`src/rtl/fft_frame_sequencer_if.sv`:
```
// Avalon-ST sink bus toward the FFT core.
// Master drives the frame words, slave returns ready.
interface fft_frame_sequencer_if #(
  parameter int DATA_WIDTH = 12
);
  logic                  sink_valid;
  logic                  sink_ready;
  logic                  sink_sop;
  logic                  sink_eop;
  logic [DATA_WIDTH-1:0] sink_real;
  logic [DATA_WIDTH-1:0] sink_imag;

  modport master (
    output sink_valid, sink_sop, sink_eop,
    output sink_real, sink_imag,
    input  sink_ready
  );

  modport slave (
    input  sink_valid, sink_sop, sink_eop,
    input  sink_real, sink_imag,
    output sink_ready
  );
endinterface

```
`src/rtl/fft_frame_sequencer.sv`:
```
// Frames the sample stream into whole FFT_LEN frames
// for the FFT sink and counts frames coming back.
module fft_frame_sequencer #(
  parameter int DATA_WIDTH = 12,
  parameter int FFT_LEN    = 1024,
  parameter int LOG2_LEN   = 10,
  parameter int FIFO_DEPTH = 4
) (
  input  logic                  clk,
  input  logic                  reset_n,
  input  logic                  i_start,
  input  logic                  i_stop,
  input  logic [15:0]           i_num_frames,
  input  logic                  i_sample_valid,
  input  logic [DATA_WIDTH-1:0] i_sample_in,
  input  logic                  i_source_valid,
  input  logic                  i_source_eop,
  output logic                  o_busy,
  output logic                  o_done,
  output logic                  o_overflow,
  output logic [15:0]           o_frames_sent,
  output logic [15:0]           o_frames_received,
  fft_frame_sequencer_if.master sink
);
  localparam int AW = $clog2(FIFO_DEPTH);
  localparam logic [LOG2_LEN-1:0] LAST_IDX =
    LOG2_LEN'(FFT_LEN - 1);

  typedef enum logic [1:0] {
    S_IDLE, S_RUN, S_DRAIN, S_WAIT
  } state_t;

  state_t                r_state;
  logic [DATA_WIDTH-1:0] r_mem [FIFO_DEPTH];
  logic [AW:0]           r_wptr;
  logic [AW:0]           r_rptr;
  logic [LOG2_LEN-1:0]   r_wr_idx;
  logic [LOG2_LEN-1:0]   r_rd_idx;
  logic [15:0]           r_wr_frames;
  logic [15:0]           r_num_frames;
  logic                  r_stop_pending;
  logic                  r_done;
  logic                  r_overflow;
  logic [15:0]           r_frames_sent;
  logic [15:0]           r_frames_received;

  logic w_empty, w_full, w_active, w_valid;
  logic w_rd, w_hold, w_wr, w_drop;
  logic w_last_wr, w_frames_done, w_eop_rd, w_src_eop;

  assign w_empty  = (r_wptr == r_rptr);
  assign w_full   = (r_wptr[AW] != r_rptr[AW]) &&
                    (r_wptr[AW-1:0] == r_rptr[AW-1:0]);
  assign w_active = (r_state == S_RUN) ||
                    (r_state == S_DRAIN);
  assign w_valid  = w_active && !w_empty;
  assign w_rd     = w_valid && sink.sink_ready;
  // stop seen on a frame boundary: take no more samples
  assign w_hold   = r_stop_pending && (r_wr_idx == '0);
  assign w_wr     = (r_state == S_RUN) && !w_hold &&
                    i_sample_valid && (!w_full || w_rd);
  assign w_drop   = (r_state == S_RUN) && !w_hold &&
                    i_sample_valid && w_full && !w_rd;
  assign w_last_wr     = w_wr && (r_wr_idx == LAST_IDX);
  assign w_frames_done = (r_num_frames != '0) &&
    (r_wr_frames + 16'd1 == r_num_frames);
  assign w_eop_rd  = w_rd && (r_rd_idx == LAST_IDX);
  assign w_src_eop = (r_state != S_IDLE) &&
                     i_source_valid && i_source_eop;

  assign sink.sink_valid = w_valid;
  assign sink.sink_sop   = w_valid && (r_rd_idx == '0);
  assign sink.sink_eop   = w_valid && (r_rd_idx == LAST_IDX);
  assign sink.sink_real  =
    w_valid ? r_mem[r_rptr[AW-1:0]] : '0;
  assign sink.sink_imag  = '0;

  assign o_busy            = (r_state != S_IDLE);
  assign o_done            = r_done;
  assign o_overflow        = r_overflow;
  assign o_frames_sent     = r_frames_sent;
  assign o_frames_received = r_frames_received;

  // skid FIFO storage, written on accepted samples
  always_ff @(posedge clk) begin
    if (w_wr) r_mem[r_wptr[AW-1:0]] <= i_sample_in;
  end

  // capture FSM, FIFO pointers, frame indices and counters
  always_ff @(posedge clk) begin
    if (!reset_n) begin
      r_state           <= S_IDLE;
      r_wptr            <= '0;
      r_rptr            <= '0;
      r_wr_idx          <= '0;
      r_rd_idx          <= '0;
      r_wr_frames       <= '0;
      r_num_frames      <= '0;
      r_stop_pending    <= 1'b0;
      r_done            <= 1'b0;
      r_overflow        <= 1'b0;
      r_frames_sent     <= '0;
      r_frames_received <= '0;
    end else begin
      r_done <= 1'b0;
      if (w_wr) begin
        r_wptr   <= r_wptr + (AW+1)'(1);
        r_wr_idx <= r_wr_idx + LOG2_LEN'(1);
      end
      if (w_last_wr) r_wr_frames <= r_wr_frames + 16'd1;
      if (w_drop) r_overflow <= 1'b1;
      if (w_rd) begin
        r_rptr   <= r_rptr + (AW+1)'(1);
        r_rd_idx <= r_rd_idx + LOG2_LEN'(1);
      end
      if (w_eop_rd)
        r_frames_sent <= r_frames_sent + 16'd1;
      if (w_src_eop)
        r_frames_received <= r_frames_received + 16'd1;
      unique case (r_state)
        S_IDLE: begin
          if (i_start) begin
            r_num_frames      <= i_num_frames;
            r_frames_sent     <= '0;
            r_frames_received <= '0;
            r_overflow        <= 1'b0;
            r_wr_idx          <= '0;
            r_rd_idx          <= '0;
            r_wr_frames       <= '0;
            r_stop_pending    <= 1'b0;
            r_wptr            <= '0;
            r_rptr            <= '0;
            r_state           <= S_RUN;
          end
        end
        S_RUN: begin
          if (i_stop) r_stop_pending <= 1'b1;
          if (w_hold)
            r_state <= S_DRAIN;
          else if (w_last_wr &&
                   (w_frames_done || r_stop_pending))
            r_state <= S_DRAIN;
        end
        S_DRAIN: begin
          if (w_empty && (r_rd_idx == '0))
            r_state <= S_WAIT;
        end
        S_WAIT: begin
          if (r_frames_received == r_frames_sent) begin
            r_state <= S_IDLE;
            r_done  <= 1'b1;
          end
        end
        default: r_state <= S_IDLE;
      endcase
    end
  end
endmodule

```
`src/flat_wrapper.sv`:
```
// flat-port wrapper written by rule: the top's interface ports become plain ports
module fft_frame_sequencer_flat 
#(
  parameter int DATA_WIDTH = 12,
  parameter int FFT_LEN    = 1024,
  parameter int LOG2_LEN   = 10,
  parameter int FIFO_DEPTH = 4
)
  (clk, reset_n, i_start, i_stop, i_num_frames, i_sample_valid, i_sample_in, i_source_valid, i_source_eop, o_busy, o_done, o_overflow, o_frames_sent, o_frames_received, sink_sink_valid, sink_sink_sop, sink_sink_eop, sink_sink_real, sink_sink_imag, sink_sink_ready);
  fft_frame_sequencer_if #(.DATA_WIDTH(DATA_WIDTH)) sink_i ();
  input  logic clk;
  input  logic reset_n;
  input  logic i_start;
  input  logic i_stop;
  input  logic [15:0] i_num_frames;
  input  logic i_sample_valid;
  input  logic [DATA_WIDTH-1:0] i_sample_in;
  input  logic i_source_valid;
  input  logic i_source_eop;
  output logic o_busy;
  output logic o_done;
  output logic o_overflow;
  output logic [15:0] o_frames_sent;
  output logic [15:0] o_frames_received;
  output wire logic [$bits(sink_i.sink_valid)-1:0] sink_sink_valid;
  output wire logic [$bits(sink_i.sink_sop)-1:0] sink_sink_sop;
  output wire logic [$bits(sink_i.sink_eop)-1:0] sink_sink_eop;
  output wire logic [$bits(sink_i.sink_real)-1:0] sink_sink_real;
  output wire logic [$bits(sink_i.sink_imag)-1:0] sink_sink_imag;
  input wire logic [$bits(sink_i.sink_ready)-1:0] sink_sink_ready;
  assign sink_sink_valid = sink_i.sink_valid;
  assign sink_sink_sop = sink_i.sink_sop;
  assign sink_sink_eop = sink_i.sink_eop;
  assign sink_sink_real = sink_i.sink_real;
  assign sink_sink_imag = sink_i.sink_imag;
  assign sink_i.sink_ready = sink_sink_ready;
  fft_frame_sequencer #(.DATA_WIDTH(DATA_WIDTH), .FFT_LEN(FFT_LEN), .LOG2_LEN(LOG2_LEN), .FIFO_DEPTH(FIFO_DEPTH)) u_core (.clk(clk), .reset_n(reset_n), .i_start(i_start), .i_stop(i_stop), .i_num_frames(i_num_frames), .i_sample_valid(i_sample_valid), .i_sample_in(i_sample_in), .i_source_valid(i_source_valid), .i_source_eop(i_source_eop), .o_busy(o_busy), .o_done(o_done), .o_overflow(o_overflow), .o_frames_sent(o_frames_sent), .o_frames_received(o_frames_received), .sink(sink_i));
endmodule
```
`config.mk`:
```
export PLATFORM = sky130hd
export DESIGN_NAME = fft_frame_sequencer_flat
export DESIGN_NICKNAME = d
export VERILOG_FILES = /design/src/rtl/fft_frame_sequencer_if.sv /design/src/rtl/fft_frame_sequencer.sv /design/src/flat_wrapper.sv
export SDC_FILE = /design/constraint.sdc
export NUM_CORES = 1
export LEC_CHECK = 0
export CAP_MARGIN = 10
export CORE_UTILIZATION = 45
export CTS_CLUSTER_SIZE = 28
export DETAILED_ROUTE_END_ITERATION = 6
export DONT_BUFFER_PORTS = 1
export PLACE_DENSITY = 0.65
export SLEW_MARGIN = 20
export SYNTH_ARGS = -nofsm -noshare
export SYNTH_HDL_FRONTEND = slang
export SYNTH_SLANG_ARGS = --single-unit
```
`constraint.sdc`:
```
create_clock -name clk -period 2.85 [get_ports clk]
set_input_delay 0.57 -clock clk [delete_from_list [all_inputs] [get_ports clk]]
set_output_delay 0.57 -clock clk [all_outputs]
set_load 0.005 [all_outputs]
```
[After elaboration in Yosys (flattened, before gate mapping)]
Memories as Yosys holds them, arrays and structs flattened. A register that Yosys moved wholly into a read port is not among the register bits.
Cells that the tools add are included.
Word-level totals
  bits in registers: 95
  memory bits (writable): 48
  input bits: 36
  output and inout port bits: 62
  word-level logic and storage cells: 108
  memories kept: 1
Memories
  u_core.r_mem: words 4, bits a word 12, read ports 1, clocked after Yosys merged registers in 1, write ports 1, line fft_frame_sequencer.sv:34  | logic [DATA_WIDTH-1:0] r_mem [FIFO_DEPTH];
Cells by class
  add/sub/neg operators: 7
  equality and inequality tests: 15
  muxes and demuxes: 38
  reductions and logical operators: 35
Operators by type and width (number)
  $mux 16: 9
  $mux 10: 6
  $add 16x1->16 const B: 3
  $eq 16x16->1: 2
  $add 10x1->10 const B: 2
  $eq 10x10->1 const B: 2
  $logic_not 10->1: 2
  $logic_and 1x1->1: 18
  $mux 3: 6
  $reduce_bool 16->1: 1
  $mux 12: 1
  $mux 2: 6
  $mux 1: 8
  $pmux 2 s4: 1
  $add 3x1->3 const B: 2
  $ne 2x2->1 const B: 3
  $eq 2x2->1 const B: 2
  $logic_not 1->1: 4
  $reduce_and 2->1: 2
  $reduce_and 4->1: 1
  $reduce_bool 2->1: 2
  $eq 3x3->1: 1
  $logic_or 1x1->1: 3
  $ne 3x2->1 const B: 1
  other kinds (7): 7

[Depth between registers and ports, before layout]
Gate-level depths: netlist (run 1).
  word-level depth: 11
  depth in mapped cells: 11
  gate-level depth less buffers: 9

[Worst setup path before layout (run 1)]
No wires, ideal clock.
  path type: reg2reg
  from: register u_core.r_wr_frames[0]
  to: register u_core.r_state[1]
  library setup time: 95 ps
  arrival: 2364 ps
  required time: 2755 ps
  setup slack: 391 ps
  stages on the path, launching flop included: 9
  buffers on the path: 1
  clock period less this slack: 2459 ps
  path through: dfxtp_1 nand3_4 or3_1 clkbuf_2 or4_1 a22oi_1 nand4_1 or4_1 o311ai_1
Between the ends
  longest elaborated chain between the ends: 7
RTL lines
  start: declaration: line fft_frame_sequencer.sv:39  | logic [15:0] r_wr_frames;
  start signal: assignment: line fft_frame_sequencer.sv:110  | if (w_last_wr) r_wr_frames <= r_wr_frames + 16'd1;
  $add 16x1->16: line fft_frame_sequencer.sv:66  | (r_wr_frames + 16'd1 == r_num_frames);
  $eq 16x16->1: line fft_frame_sequencer.sv:66
  $logic_and 1x1->1: line fft_frame_sequencer.sv:65  | assign w_frames_done = (r_num_frames != '0) &&
  $logic_or 1x1->1: line fft_frame_sequencer.sv:141  | (w_frames_done || r_stop_pending))
  $logic_and 1x1->1: line fft_frame_sequencer.sv:140  | else if (w_last_wr &&
  $ne 3x2->1 (no line)
  $reduce_and 4->1 (no line)
  end signal: assignment: line fft_frame_sequencer.sv:139  | r_state <= S_DRAIN;
  end signal: assignment: line fft_frame_sequencer.sv:142  | r_state <= S_DRAIN;
  end signal: assignment: line fft_frame_sequencer.sv:146  | r_state <= S_WAIT;
  end: declaration: line fft_frame_sequencer.sv:33  | state_t r_state;
Every way passes these cells.
A chain may end at the register's enable or synchronous reset.

[Final worst setup path (run 1)]
  from: register u_core.r_wr_frames[5]
  to: register u_core.r_state[1]
Same word-level chain as after synthesis.

==> results_dict.tcl, run 1 <==
set metrics [dict create \
    synth_edf_count 48 \
    fp.dieW_um 126 \
    cts_inserted_buffers 17 \
    grt_pass1_wl_um 24900 \
    syn_area_um2 6870 \
    synthAdderAreaFrac 0.0292 \
    antenna_cells 0 \
    grt_use_total 0.203 \
    tns_ns 0 \
    port_buffers 0 \
    place_ws_ns 0.129 \
    core_area_um2 14700 \
    start_util 0.467 \
    via_per_inst 5.48 \
    ir_drop_mv 0.466 \
    max_cap_violations 0 \
    synthCells 685 \
    synth-simple-area-share 0.208 \
    setup_violations 0 \
    path_cells "nand4_2 > or3_4 > or4_1 > a22oi_1 > nand4_1 > or4_1 > o311ai_1" \
    hold_path.class "in2reg" \
    critPathKind "reg2reg" \
    min_from "i_sample_in[1]" \
    endpoint_kind "flop" \
    dp_hpwl_um 10600 \
    fin_nets 750 \
    cpMostUsedCell "or4_1" \
    regArea_um2 3350 \
    finalHoldViolations 0 \
    worstPathRequired_ns 3.15 \
    gp_congestion 0.867 \
    clkSinkCount 143 \
    cp.arrival_ns 2.92 \
    antenna_found_initial 0 \
    max_stage_delay_ns 0.51 \
    yosys.area_share.xor_xnor 0.126 \
    path_buf_inv 0 \
    grt_max_degree 44 \
    htree_levels 4 \
    clock_power_share 0.423 \
    cp_max_fo 7 \
    ios 98 \
    sw_frac_of_total 0.291 \
    drt_pass1_iterations 7 \
    setup_ws_ns 0.230 \
    timing.final.crit_share 0.919 \
    clockRootBuffer "clkbuf_16" \
    area_delta_synth_final_pct 12.3 \
    start_kind "flop" \
    worst_pin_slew_ns 0.543 \
    slew_headroom 0.635 \
    synth-main-ff-cell "dfxtp_1" \
    muxShareOfSynthArea 0.0561 \
    outcome "finished, violations left" \
    yosysWarnings 0 \
    drt-initial-drc-count 232 \
    drc 5 \
    die_h_um 126 \
    rows 44 \
    synth_compound_area_frac 0.0518 \
    postSynth.asyncResetShare 0 \
    synth_seq_cells 143 \
    drtAntennaViolNets 0 \
    p_int_uw 3730 \
    worst_clock_skew_ns 0.0145 \
    insertion_delay_ns 0.43 \
    cts_tree "done" \
    yosysSeqAreaShare 0.487 \
    timing.rr.start "u_core.r_wr_frames[5]" \
    whs_ns 0.236 \
    clk_path_buf_depth 2 \
    drive_gt1_frac 0.115 \
    grt-ovfl-total 0 \
    synth_top_family_by_area "simple AND/OR/NAND/NOR gates" \
    filler_cell_count 1283 \
    pwr-share-comb 0.143 \
    critical-path-slowest-cell "or4_1" \
    startpoint "u_core.r_wr_frames[5]" \
    cts_hold_buf 0 \
    syn_avg_cell_area_um2 10.0 \
    cp_top_family "simple AND/OR/NAND/NOR gates" \
    fmax_mhz 382 \
    wirelength_um 14900 \
    drt-wirelength-per-cell_um 16.7 \
    slew_viol_final 0 \
    grt_setup_unrepaired "false" \
    multi_input_area_um2 3290 \
    synth.distinct_cells 51 \
    p_leak_uw 0.00272 \
    dieArea_um2 15800 \
    violations "design-rule violations" \
    pwr-share-seq 0.433 \
    vias 4905 \
    period_needed_ns 2.62 \
    grt_pass1_vias 4954 \
    power_per_cell_area_nw_per_um2 683 \
    power.switching_uw 1530 \
    cts.clk_slew.worst_paths_ns 0.07 \
]
## metrics by stage
| step | instance area [um^2] | std cells | utilization | total power, uW |
|---|---|---|---|---|
| after floorplan | 6910 | 696 | - | 2850 |
| after global placement | 7110 | 863 | 0.484 | 3060 |
| after detailed placement | 7110 | 863 | 0.484 | 3090 |
| after CTS | 7700 | 895 | 0.524 | 5330 |
| after global routing | 7710 | 895 | 0.525 | 5510 |
| final | 7710 | 895 | 0.525 | 5270 |
## final timing paths
kind / endpoint / slack (ns) / cells after the start
worst max-delay path: u_core.r_state[1] / 0.23 / 7
worst min-delay path: u_core.r_mem[2][1] / 0.24 / 0
worst max register to register: u_core.r_state[1] / 0.23 / 7
worst min register to register: u_core.r_num_frames[11] / 0.50 / 2
## layer usage
layer	GRT usage	wire length [um]	up-vias
met4	0.0796	274	0
met2	0.342	7330	125
met3	0.0650	968	24
met5	0	0	-
li1	-	-	2379
met1	0.239	6340	2377
## layout by cell type (no fill, tap or decap), types with 10 or more instances in the layout
master,n
a21boi_0,17
a21oi_1,13
and3_1,25
buf_4,21
clkbuf_16,17
conb_1,12
dfxtp_1,91
edfxtp_1,48
ha_1,16
inv_1,22
mux4_2,12
nand2_1,73
nand3_1,23
nand4_1,21
nor2_1,84
nor3_1,10
o21ai_0,11
xnor2_1,58
xor2_1,41
## sequential cells by signal, summed over array words and instances, names as in the netlist
register / cells
u_core.r_mem: 48
u_core.o_frames_received: 16
u_core.o_frames_sent: 16
u_core.r_num_frames: 16
u_core.r_wr_frames: 16
u_core.r_rd_idx: 10
u_core.r_wr_idx: 10
u_core.r_rptr: 3
u_core.r_wptr: 3
u_core.r_state: 2
u_core.o_done: 1
u_core.o_overflow: 1
u_core.r_stop_pending: 1
## logic make-up (layout without fill, tap and decap cells)
group / count (synthesis) / count (layout)
AND/OR/NAND/NOR: 287 / 287
buffers and inverters: 61 / 76
flip-flops: 143 / 143
XOR/XNOR: 99 / 99
adder cells (fa/ha/maj): 16 / 16
other: 1 / 12
multiplexers: 23 / 23
AO/OA/AOI/OAI: 55 / 55
## synthesized netlist by cell type (all sizes together) (16+ instances only)
cell type   n  area, um^2
nor2       84         315
edfxtp     48        1440
dfxtp      95        1900
nand4      22         144
ha         16         200
xnor2      58         508
xor2       41         359
nand3      24         133
clkbuf     20        76.3
and3       25         156
buf        19         126
inv        22        82.6
nand2      74         278
a21boi     17         128
## power groups by stage
stage | clock network, uW | logic (uW) | registers, uW
floorplan | 0 | 549 | 2300
global route | 2370 | 853 | 2290
global placement | 0 | 736 | 2320
finish | 2230 | 755 | 2280
detailed placement | 0 | 761 | 2330
CTS | 2280 | 764 | 2280
## area by class of cell
type                    count  area share
flip-flops and latches    143       0.434
multi-input cells         492       0.426
clock buffers              17      0.0552
well taps                 184      0.0299
repair buffers             22      0.0230
clock inverters            15      0.0209
inverters                  22      0.0107
## what timing repair did
action	in CTS	in global routing
setup buffers	0	0
setup endpoints to repair	0	2
resized for setup	0	5
(Power assumes the default switching activity.)
==> run 2: changes to the inputs <==
==> constraint.sdc (replaced) <==
create_clock -name clk -period 2.85 [get_ports clk]
set_input_delay 0.57 -clock clk [delete_from_list [all_inputs] [get_ports clk]]
set_output_delay 0.57 -clock clk [all_outputs]
set_load 0.05 [all_outputs]
==> results_dict.tcl, run 2 (synthesis gave the netlist of run 1 again) <==
set metrics [dict create \
    fmax_mhz 376 \
    grt_pass1_vias 5214 \
    min_from "i_sample_in[7]" \
    tns_ns 0 \
    drtAntennaViolNets 0 \
    area_delta_synth_final_pct 17.6 \
    slew_viol_final 0 \
    hold_path.class "in2reg" \
    insertion_delay_ns 0.43 \
    grt_setup_unrepaired "false" \
    violations "design-rule violations" \
    vias 5013 \
    antenna_cells 0 \
    via_per_inst 5.35 \
    hold_depth 0 \
    dpl_cell_area_um2 7460 \
    wirelength_um 15400 \
    max_cap_violations 0 \
    fin_nets 792 \
    final_common_cell "dfxtp_1" \
    grt_max_degree 33 \
    timing.rr.start "u_core.r_wr_frames[5]" \
    timing.final.crit_share 0.933 \
    critPathKind "reg2reg" \
    cts_inserted_buffers 17 \
    largest_reg_flops 48 \
    gp_congestion 0.882 \
    cp.arrival_ns 2.98 \
    endpoint_kind "flop" \
    r2r_setup_slack_ns 0.19 \
    filler_cell_count 1295 \
    outcome "finished, violations left" \
    grt-ovfl-total 0 \
    rows 44 \
    grt_pass1_wl_um 25400 \
    finalHoldViolations 0 \
    final_cell_mix "dfxtp_1, nor2_1, nand2_1" \
    period_needed_ns 2.66 \
    worst_hold_path.endpoint "u_core.r_mem[0][7]" \
    startpoint "u_core.r_wr_frames[5]" \
    drt-initial-drc-count 372 \
    worst_pin_slew_ns 0.559 \
    ios 98 \
    port_buffers 0 \
    cp_max_fo 7 \
    place_ws_ns 0.152 \
    multi_input_area_um2 3290 \
    fin_area_um2 8070 \
    drc 5 \
    drive_gt1_frac 0.161 \
    grt_use_total 0.207 \
    dieArea_um2 15800 \
    dp_hpwl_um 11000 \
    worst_clock_skew_ns 0.0130 \
    cts_tree "done" \
    fp.dieW_um 126 \
    ir_drop_mv 0.535 \
    cts.clk_slew.worst_paths_ns 0.07 \
    die_h_um 126 \
    setup_ws_ns 0.191 \
    clk_path_buf_depth 2 \
    regArea_um2 3340 \
    clkSinkCount 143 \
    slew_headroom 0.628 \
    p_leak_uw 0.00296 \
    worstPathRequired_ns 3.17 \
    start_util 0.467 \
    worstRegToRegCells 7 \
    drt_pass1_iterations 6 \
    power_per_cell_area_nw_per_um2 682 \
    final_util 0.549 \
    clockRootBuffer "clkbuf_16" \
    setup_violations 0 \
    antenna_found_initial 0 \
    cts_hold_buf 0 \
    drt-wirelength-per-cell_um 16.4 \
    start_kind "flop" \
    core_area_um2 14700 \
    timing.rr.end "u_core.r_state[1]" \
    htree_levels 4 \
]
[run 2: through the flow]
step | hold WS, ns | instances | power [uW]
after floorplan | 0.461 | 696 | 2960
after global placement | 0.491 | 905 | 3210
after detailed placement | 0.492 | 905 | 3230
after CTS | 0.223 | 937 | 5540
after global routing | 0.211 | 937 | 5730
final | 0.235 | 937 | 5500
[run 2: worst max-delay path by stage]
stage,end,cells after the start,slack (ns)
2_1_floorplan,sink_sink_eop,5,0.22
3_3_place_gp,u_core.r_state[1],7,0.25
3_5_place_dp,u_core.r_state[1],7,0.15
4_1_cts,u_core.r_state[1],7,0.14
5_1_grt,u_core.r_state[1],7,0.007
6_report,u_core.r_state[1],7,0.19
[run 2: critical path: stages, from the launching register on]
cell and delay [ns]:
dfxtp_1 0.47, nand4_2 0.19, or3_1 0.44, or4_1 0.49, a22oi_1 0.16, nand4_1 0.19, or4_1 0.51, o311ai_1 0.09
[run 2: layer usage]
layer  up-vias  share of wire  GRT usage
li1       2464              -          -
met1      2419           0.42      0.237
met2       116           0.50      0.357
met3        14          0.060     0.0732
met4         0          0.014     0.0703
met5         -              0          0
[run 2: cell type report]
class | count | area share
multi-input combinational | 492 | 0.407
tap | 184 | 0.0285
clock buffer | 17 | 0.0527
inverter | 22 | 0.0102
timing repair buffer | 64 | 0.0642
clock inverter | 15 | 0.0231
sequential | 143 | 0.414
[run 2: power by group]
group / switching, uW / leakage (uW) / internal, uW / total [uW]
logic: 593 / 0.00146 / 318 / 911
registers: 80.6 / 0.00120 / 2200 / 2280
clock network: 969 / 0.000304 / 1340 / 2310
total: 1640 / 0.00296 / 3860 / 5500
[run 2: what timing repair did]
item                       4_1_cts  5_1_grt
setup endpoints to repair        0        1
gates resized for setup          0        1
buffers inserted                 0        0
